`src/rtl/jstk_spi_reader_if.sv`:
```
// Signal bundle between the PmodJSTK poller (master side) and the joystick/consumer side (slave side).
interface jstk_spi_reader_if;
   logic       enable;
   logic [1:0] leds;
   logic       miso;
   logic       sclk;
   logic       mosi;
   logic       ss_n;
   logic [9:0] x_val;
   logic [9:0] y_val;
   logic [2:0] btn;
   logic       data_valid;
   logic       busy;

   modport master (
      input  enable, leds, miso,
      output sclk, mosi, ss_n, x_val, y_val, btn, data_valid, busy
   );

   modport slave (
      output enable, leds, miso,
      input  sclk, mosi, ss_n, x_val, y_val, btn, data_valid, busy
   );
endinterface

```
`src/rtl/jstk_spi_reader.sv`:
```
// Polls a PmodJSTK over a 5-byte mode-0 SPI transaction every POLL_PERIOD cycles.
// X/Y/buttons update atomically with a one-cycle data_valid pulse; no backpressure.
module jstk_spi_reader #(
   parameter int         HALF_PER    = 50,
   parameter int         SS_SETUP    = 1500,
   parameter int         BYTE_GAP    = 1000,
   parameter int         POLL_PERIOD = 1_000_000,
   parameter logic [9:0] RST_POS     = 10'd512
) (
   input  logic                  clk,
   input  logic                  rst,
   jstk_spi_reader_if.master     bus
);

   localparam int CNT_MAX = (SS_SETUP > BYTE_GAP)
                          ? ((SS_SETUP > 2*HALF_PER) ? SS_SETUP : 2*HALF_PER)
                          : ((BYTE_GAP > 2*HALF_PER) ? BYTE_GAP : 2*HALF_PER);
   localparam int CNT_W  = $clog2(CNT_MAX + 1);
   localparam int POLL_W = $clog2(POLL_PERIOD + 1);

   localparam logic [CNT_W-1:0]  SETUP_LAST = CNT_W'(SS_SETUP - 1);
   localparam logic [CNT_W-1:0]  GAP_LAST   = CNT_W'(BYTE_GAP - 1);
   localparam logic [CNT_W-1:0]  HALF_LAST  = CNT_W'(HALF_PER - 1);
   localparam logic [CNT_W-1:0]  BIT_LAST   = CNT_W'(2*HALF_PER - 1);
   localparam logic [POLL_W-1:0] POLL_LAST  = POLL_W'(POLL_PERIOD - 1);

   localparam logic [2:0] S_IDLE  = 3'd0;
   localparam logic [2:0] S_SETUP = 3'd1;
   localparam logic [2:0] S_SHIFT = 3'd2;
   localparam logic [2:0] S_GAP   = 3'd3;
   localparam logic [2:0] S_DONE  = 3'd4;

   logic [2:0]        r_state;
   logic [POLL_W-1:0] r_poll;
   logic [CNT_W-1:0]  r_cnt;
   logic [2:0]        r_bit;
   logic [2:0]        r_byte;
   logic [7:0]        r_tx;
   logic [7:0]        r_sh;
   logic [7:0]        r_b0;
   logic [1:0]        r_b1;
   logic [7:0]        r_b2;
   logic [1:0]        r_b3;
   logic              r_sclk;
   logic              r_ss_n;
   logic              r_busy;
   logic              r_dv;
   logic [9:0]        r_x;
   logic [9:0]        r_y;
   logic [2:0]        r_btn;
   logic              w_tick;

   assign w_tick = (r_poll == POLL_LAST);

   always_ff @(posedge clk) begin
      if (rst) begin
         r_state <= S_IDLE;
         r_poll  <= '0;
         r_cnt   <= '0;
         r_bit   <= '0;
         r_byte  <= '0;
         r_tx    <= '0;
         r_sh    <= '0;
         r_b0    <= '0;
         r_b1    <= '0;
         r_b2    <= '0;
         r_b3    <= '0;
         r_sclk  <= 1'b0;
         r_ss_n  <= 1'b1;
         r_busy  <= 1'b0;
         r_dv    <= 1'b0;
         r_x     <= RST_POS;
         r_y     <= RST_POS;
         r_btn   <= '0;
      end else begin
         r_poll <= w_tick ? '0 : r_poll + 1'b1;
         r_dv   <= 1'b0;
         case (r_state)
            S_IDLE: begin
               if (w_tick && bus.enable) begin
                  r_state <= S_SETUP;
                  r_ss_n  <= 1'b0;
                  r_busy  <= 1'b1;
                  r_byte  <= '0;
                  r_bit   <= '0;
                  r_cnt   <= '0;
                  // mosi is r_tx[7], so bit7 of byte0 is on the wire through SETUP
                  r_tx    <= {6'b100000, bus.leds};
               end
            end
            S_SETUP: begin
               if (r_cnt == SETUP_LAST) begin
                  r_state <= S_SHIFT;
                  r_cnt   <= '0;
               end else begin
                  r_cnt <= r_cnt + 1'b1;
               end
            end
            S_SHIFT: begin
               if (r_cnt == HALF_LAST) begin
                  r_sclk <= 1'b1;
                  r_sh   <= {r_sh[6:0], bus.miso};
                  r_cnt  <= r_cnt + 1'b1;
               end else if (r_cnt == BIT_LAST) begin
                  r_sclk <= 1'b0;
                  r_cnt  <= '0;
                  r_tx   <= {r_tx[6:0], 1'b0};
                  if (r_bit == 3'd7) begin
                     r_bit <= '0;
                     case (r_byte)
                        3'd0:    r_b0 <= r_sh;
                        3'd1:    r_b1 <= r_sh[1:0];
                        3'd2:    r_b2 <= r_sh;
                        3'd3:    r_b3 <= r_sh[1:0];
                        default: ;
                     endcase
                     if (r_byte == 3'd4) begin
                        r_state <= S_DONE;
                        r_x     <= {r_b1, r_b0};
                        r_y     <= {r_b3, r_b2};
                        r_btn   <= r_sh[2:0];
                        r_dv    <= 1'b1;
                     end else begin
                        r_state <= S_GAP;
                        r_byte  <= r_byte + 1'b1;
                     end
                  end else begin
                     r_bit <= r_bit + 1'b1;
                  end
               end else begin
                  r_cnt <= r_cnt + 1'b1;
               end
            end
            S_GAP: begin
               if (r_cnt == GAP_LAST) begin
                  r_state <= S_SHIFT;
                  r_cnt   <= '0;
               end else begin
                  r_cnt <= r_cnt + 1'b1;
               end
            end
            S_DONE: begin
               r_state <= S_IDLE;
               r_ss_n  <= 1'b1;
               r_busy  <= 1'b0;
            end
            default: r_state <= S_IDLE;
         endcase
      end
   end

   assign bus.sclk       = r_sclk;
   assign bus.mosi       = r_tx[7];
   assign bus.ss_n       = r_ss_n;
   assign bus.x_val      = r_x;
   assign bus.y_val      = r_y;
   assign bus.btn        = r_btn;
   assign bus.data_valid = r_dv;
   assign bus.busy       = r_busy;

endmodule
```
`src/flat_wrapper.sv`:
```
// flat-port wrapper written by rule: the top's interface ports become plain ports
module jstk_spi_reader_flat 
#(
   parameter int         HALF_PER    = 50,
   parameter int         SS_SETUP    = 1500,
   parameter int         BYTE_GAP    = 1000,
   parameter int         POLL_PERIOD = 1_000_000,
   parameter logic [9:0] RST_POS     = 10'd512
)
  (clk, rst, bus_enable, bus_leds, bus_miso, bus_sclk, bus_mosi, bus_ss_n, bus_x_val, bus_y_val, bus_btn, bus_data_valid, bus_busy);
  jstk_spi_reader_if bus_i ();
  input  logic clk;
  input  logic rst;
  input wire logic [$bits(bus_i.enable)-1:0] bus_enable;
  input wire logic [$bits(bus_i.leds)-1:0] bus_leds;
  input wire logic [$bits(bus_i.miso)-1:0] bus_miso;
  output wire logic [$bits(bus_i.sclk)-1:0] bus_sclk;
  output wire logic [$bits(bus_i.mosi)-1:0] bus_mosi;
  output wire logic [$bits(bus_i.ss_n)-1:0] bus_ss_n;
  output wire logic [$bits(bus_i.x_val)-1:0] bus_x_val;
  output wire logic [$bits(bus_i.y_val)-1:0] bus_y_val;
  output wire logic [$bits(bus_i.btn)-1:0] bus_btn;
  output wire logic [$bits(bus_i.data_valid)-1:0] bus_data_valid;
  output wire logic [$bits(bus_i.busy)-1:0] bus_busy;
  assign bus_i.enable = bus_enable;
  assign bus_i.leds = bus_leds;
  assign bus_i.miso = bus_miso;
  assign bus_sclk = bus_i.sclk;
  assign bus_mosi = bus_i.mosi;
  assign bus_ss_n = bus_i.ss_n;
  assign bus_x_val = bus_i.x_val;
  assign bus_y_val = bus_i.y_val;
  assign bus_btn = bus_i.btn;
  assign bus_data_valid = bus_i.data_valid;
  assign bus_busy = bus_i.busy;
  jstk_spi_reader #(.HALF_PER(HALF_PER), .SS_SETUP(SS_SETUP), .BYTE_GAP(BYTE_GAP), .POLL_PERIOD(POLL_PERIOD), .RST_POS(RST_POS)) u_core (.clk(clk), .rst(rst), .bus(bus_i));
endmodule
```
`config.mk`:
```
export PLATFORM = sky130hd
export DESIGN_NAME = jstk_spi_reader_flat
export DESIGN_NICKNAME = d
export VERILOG_FILES = /design/src/rtl/jstk_spi_reader_if.sv /design/src/rtl/jstk_spi_reader.sv /design/src/flat_wrapper.sv
export SDC_FILE = /design/constraint.sdc
export NUM_CORES = 1
export LEC_CHECK = 0
export ABC_AREA = 1
export BUFFER_PORTS_ARGS = -buffer_cell sky130_fd_sc_hd__buf_2
export CELL_PAD_IN_SITES_DETAIL_PLACEMENT = 0
export CELL_PAD_IN_SITES_GLOBAL_PLACEMENT = 2
export CORE_MARGIN = 3
export CORE_UTILIZATION = 37
export DETAILED_ROUTE_END_ITERATION = 8
export PLACE_DENSITY_LB_ADDON = 0.1
export REMOVE_ABC_BUFFERS = 1
export SYNTH_ARGS = -nofsm -noshare
export SYNTH_HDL_FRONTEND = slang
export SYNTH_SLANG_ARGS = --single-unit
```
`constraint.sdc`:
```
create_clock -name clk -period 2.88 [get_ports clk]
set_clock_uncertainty 0.1 [all_clocks]
set_input_delay 0.288 -clock clk [delete_from_list [all_inputs] [get_ports clk]]
set_output_delay 0.288 -clock clk [all_outputs]
set_load 0.01 [all_outputs]
```
# Word-level counts from Yosys, hierarchy flattened

Index checks and enable logic that the tools add are counted.

Register bits after elaboration: 103
Input port bits: 6
Output and inout port bits: 28
Word-level logic and storage cells: 103

Add/sub/neg operators: 4
Equal/unequal tests: 21
Mux-type cells: 35
Bitwise operators: 4
Reduce and logical (&&, ||, !) cells: 21

Operator list:

| cell                                                   | number |
|---|---|
| 2-to-1 mux 11 bit                                      | 5 |
| 2-to-1 mux 3 bit                                       | 15 |
| case mux 11 bit (4 select lines)                       | 1 |
| AND reduction 5 bit                                    | 5 |
| 2-to-1 mux 8 bit                                       | 3 |
| adder 20 x 1 -> 20 bit (second input constant)         | 1 |
| equality test 20 bit (second input constant)           | 1 |
| case mux 8 bit (2 select lines)                        | 1 |
| equality test 3 x 2 -> 1 bit (second input constant)   | 4 |
| case mux 3 bit (2 select lines)                        | 2 |
| case mux 3 bit (4 select lines)                        | 1 |
| AND reduction 6 bit                                    | 2 |
| adder 11 x 1 -> 11 bit (second input constant)         | 1 |
| equality test 11 x 10 -> 1 bit (second input constant) | 1 |
| equality test 11 bit (second input constant)           | 1 |
| equality test 11 x 6 -> 1 bit (second input constant)  | 1 |
| equality test 11 x 7 -> 1 bit (second input constant)  | 1 |
| != test 2 x 1 -> 1 bit (second input constant)         | 5 |
| equality test 3 bit (second input constant)            | 3 |
| AND reduction 2 bit                                    | 4 |
| adder 3 x 1 -> 3 bit (second input constant)           | 2 |
| equality test 3 x 1 -> 1 bit (second input constant)   | 2 |
| logical NOT 3 bit                                      | 2 |
| nonzero test 2 bit                                     | 3 |
| 9 further kinds                                        | 18 |

# Logic depth before layout (Yosys ltp)

Depth after elaboration: 6
Gate-level depth with buffers: 11
Gate-level depth less buffers: 11

# Worst setup path after synthesis

No wires, ideal clock.

Kind: register -> register
From: reg u_core.r_cnt[0]
To: reg u_core.r_btn[2] (netlist: u_core.bus.btn[2])
Library setup time: 0.116 ns
Arrival: 1.601 ns
Required time: 2.664 ns
Path slack: 1.063 ns
Stages on the path, launching flop included: 10
Buffers on the path: 1
Period minus slack after synthesis: 1.817 ns
Cell sequence: dfxtp_1 > ha_1 > inv_1 > nor3_4 > nand3_4 > nor2_4 > nand2_4 > buf_6 > o21ai_1 > a21oi_1

Word-level cells in the longest chain between the ends: 3
Elaborated cells on any way between the ends: 4
Those cells by class: eq/ne: 2; bitwise: 1; reduce/logical: 1

Ends and longest elaborated chain:

| what                                     | RTL line               | text |
|---|---|---|
| start: declaration                       | jstk_spi_reader.sv:35  | `logic [CNT_W-1:0] r_cnt;` |
| start signal: assignment                 | jstk_spi_reader.sv:96  | `r_cnt <= r_cnt + 1'b1;` |
| start signal: assignment                 | jstk_spi_reader.sv:103 | `r_cnt <= r_cnt + 1'b1;` |
| start signal: assignment                 | jstk_spi_reader.sv:131 | `r_cnt <= r_cnt + 1'b1;` |
| equality test 11 x 6 -> 1 bit            | jstk_spi_reader.sv:100 | `if (r_cnt == HALF_LAST) begin` |
| NOT 1 bit (no source line)               | -                      |  |
| AND reduction 5 bit (no source line) (*) | -                      |  |
| end signal: assignment                   | jstk_spi_reader.sv:121 | `r_btn <= r_sh[2:0];` |
| end: declaration                         | jstk_spi_reader.sv:50  | `logic [2:0] r_btn;` |

Mark *: on every way between the ends. The rest lies on a longest branch, timed or not.
A chain may end at the register's enable or synchronous reset.

# Worst setup path after layout

From: reg u_core.r_cnt[0]
To: reg u_core.r_bit[0]

Word-level cells in the longest chain between the ends: 3
Elaborated cells on any way between the ends: 5
Those cells by class: eq/ne: 4; reduce/logical: 1

Ends and longest elaborated chain:

| what                                                                           | RTL line                                       | text |
|---|---|---|
| equality test 11 x 6 -> 1 bit or equality test 11 x 7 -> 1 bit (tied branches) | jstk_spi_reader.sv:100, jstk_spi_reader.sv:104 |  |
| != test 2 bit (no source line) or != test 2 x 1 -> 1 bit (tied branches)       | -                                              |  |
| AND reduction 4 bit (no source line) (*)                                       | -                                              |  |
| end signal: assignment                                                         | jstk_spi_reader.sv:128                         | `r_bit <= r_bit + 1'b1;` |
| end: declaration                                                               | jstk_spi_reader.sv:36                          | `logic [2:0] r_bit;` |

Marked as above.

==> results.py <==
metrics = {
    "timing": {
        "drv_slew": 0,
        "finalCritPeriodShare_pct": 78.83,
        "worstMarginPinSlew_ps": 726.2,
        "final.min_clock_period_ps": 2270,
        "fin_ws_ps": 609.7,
        "timing_hold_violations_final": 0,
        "relSlewSlack_pct": 51.59,
        "fmax_ghz": 0.4405,
        "setup_tns_ps": 0,
        "rsz0062_at_grt": "false",
        "setup_viol": 0,
        "holdWs_ps": 76.91,
    },
    "pwr": {
        "power.total_mw": 3.443,
        "p_sw_share_pct": 28.47,
        "power_frac_clock_pct": 40.5,
        "leakage_nw": 2.243,
        "power_frac_seq_pct": 43.8,
        "switchingPower_uw": 980.4,
        "powerDensity_nw_per_um2": 620.8,
        "ir_drop_uv": 239.0,
        "combPwrFrac_pct": 15.7,
        "p_int_mw": 2.463,
    },
    "yosys": {
        "ys_seq_area_share_pct": 41.76,
        "synth_warnings": 0,
        "synth_cell_types": 39,
        "ys_async_sr_fraction_pct": 0,
        "ys_ff_latch": 103,
        "synth_cells": 694,
        "synthFlopType": "dfxtp_1",
        "avgSynthCellArea_sq_um": 7.114,
        "synth_edf_count": 0,
        "syn_area_sq_um": 4937,
    },
    "place": {
        "place_hpwl_microns": 8147,
        "placed_area_sq_um": 5210,
        "io_buffer_count": 33,
        "place.gp.congestion": 0.8415,
        "post-place-ws_ps": 595.7,
        "placedCellCount": 880,
    },
    "global_route": {
        "antenna_found_initial": 0,
        "grt-ovfl-total": 0,
        "grt_pass1_wl_microns": 19260,
        "grt_pass1_vias": 3990,
        "grt_max_degree": 47,
        "grt_use_total_pct": 16.26,
    },
    "clock_network": {
        "cts.repair.resized": 0,
        "cts_root_buffer": "clkbuf_16",
        "clkLatencyLatePin_ps": 350,
        "post_cts_buffers": 0,
        "cts.sinks": 103,
        "cts_buffer_depth": 2,
        "clk_pin_slew_ps": 70,
        "h-tree-depth": 3,
        "hold_buffers": 0,
        "cts_tree": "yes",
        "cts_made_buffers": 9,
    },
    "finish": {
        "areaGrowthSynthToFinish_pct": 12.34,
        "post-route-util_pct": 43.25,
        "fin_cells": 896,
        "final_common_cell": "nor2_1",
        "layout.area.seq_sq_um": 2062,
        "mostFrequentLayoutCells": "nor2_1, nand2_1, dfxtp_1",
        "drive_gt1_share_pct": 10.77,
        "nNetsFinal": 735,
        "fin_area_sq_um": 5547,
        "multi_input_area_sq_um": 2441,
        "antenna_cells": 0,
        "fill_cells": 1387,
    },
    "floorplan": {
        "core_area_sq_um": 12820,
        "num_rows": 41,
        "pin_count": 34,
        "die_area_sq_um": 14770,
        "initial_utilization_pct": 38.50,
        "die_y_microns": 121.5,
        "die_w_microns": 121.5,
    },
    "route": {
        "num_vias": 4243,
        "drt_iter0_drc": 233,
        "viasPerCell": 4.735,
        "routedWlPerCell_microns": 12.51,
        "drt_wl_total_microns": 11210,
        "detail-route-antenna-nets": 0,
        "drc": 0,
        "first_pass_iters": 5,
    },
    "job": {
        "max_cap_violations": 0,
    },
    "critical_path": {
        "worstPathMaxFanout": 11,
        "end_kind": "flip-flop",
        "critPathArrivalTime_ps": 2410,
        "startpoint_type": "flip-flop",
        "cp.required_ps": 3020,
        "critPathKind": "reg -> reg",
    },
    "outcome": {
        "status": "complete, no violations",
    },
    "hold_path": {
        "hp-class": "in -> reg",
    },
}
==> synth_stat cells (all sizes together), types with 3 or more instances <==
master	number	area share, %
nor2	144	12
nand2	133	11
dfxtp	103	42
inv	75	5.7
o21ai	56	5.8
a21oi	53	5.4
nand3	41	4.7
buf	14	2.2
nand4	13	1.6
nor3	11	2.1
ha	10	2.5
xor2	9	1.6
clkbuf	7	0.53
nand3b	5	0.76
xnor2	4	0.71
or2	3	0.38
==> sequential cells by signal, summed over array words and instances (netlist names), 3 cells and up <==
register	cells
u_core.r_poll	20
u_core.r_cnt	11
u_core.bus.x_val	10
u_core.bus.y_val	10
u_core.r_b0	8
u_core.r_b2	8
u_core.r_sh	8
u_core.r_tx	8
u_core.bus.btn	3
u_core.r_bit	3
u_core.r_byte	3
u_core.r_state	3
==> metal layers <==
metal	track usage [%]	share of wire, %
met1	21.51	49
met2	26.80	46
met3	2.424	2.8
met4	6.303	1.8
met5	0	0
==> final timing paths <==
check,end,from,cells after the start,slack (ps)
setup / recovery,u_core.r_bit[0],u_core.r_cnt[0],8,610
hold / removal,u_core.r_sh[0],bus_miso,3,80
setup reg to reg,u_core.r_bit[0],u_core.r_cnt[0],8,610
hold reg to reg,u_core.bus.y_val[0],u_core.bus.y_val[0],2,340
==> power groups by stage <==
| stage | clock [mW] | combinational [mW] | sequential (mW) |
|---|---|---|---|
| after global placement | 0 | 0.542 | 1.54 |
| after detailed placement | 0 | 0.543 | 1.54 |
| after global routing | 1.49 | 0.629 | 1.51 |
| after floorplan | 0 | 0.400 | 1.53 |
| after CTS | 1.44 | 0.547 | 1.51 |
| final | 1.39 | 0.540 | 1.51 |
==> critical path, cell delays in order (launching register included) <==
cell and delay, ps:
dfxtp_1 440, ha_1 280, inv_1 140, nor3_4 250, nand3_1 220, nand2_1 330, inv_1 220, nor2_1 130
nor2_1 60
==> layout make-up <==
| class | instances | area share, % |
|---|---|---|
| Sequential cell | 103 | 37.18 |
| Multi-Input combinational cell | 493 | 44.01 |
| Inverter | 77 | 5.391 |
| Timing Repair Buffer | 35 | 3.474 |
| Tap cell | 172 | 3.880 |
| Clock buffer | 11 | 4.196 |
| Clock inverter | 5 | 1.872 |
==> kinds of logic (layout without fill, tap and decap cells) <==
| family | Yosys count | in the layout | synth area share, % |
|---|---|---|---|
| compound gates | 113 | 113 | 11.78 |
| xor+xnor | 13 | 13 | 2.306 |
| fa+ha+maj | 10 | 10 | 2.534 |
| buf+inv | 98 | 128 | 8.794 |
| flops | 103 | 103 | 41.76 |
| simple gates | 357 | 357 | 32.82 |
Note: power is estimated with default switching activity, not from simulation.
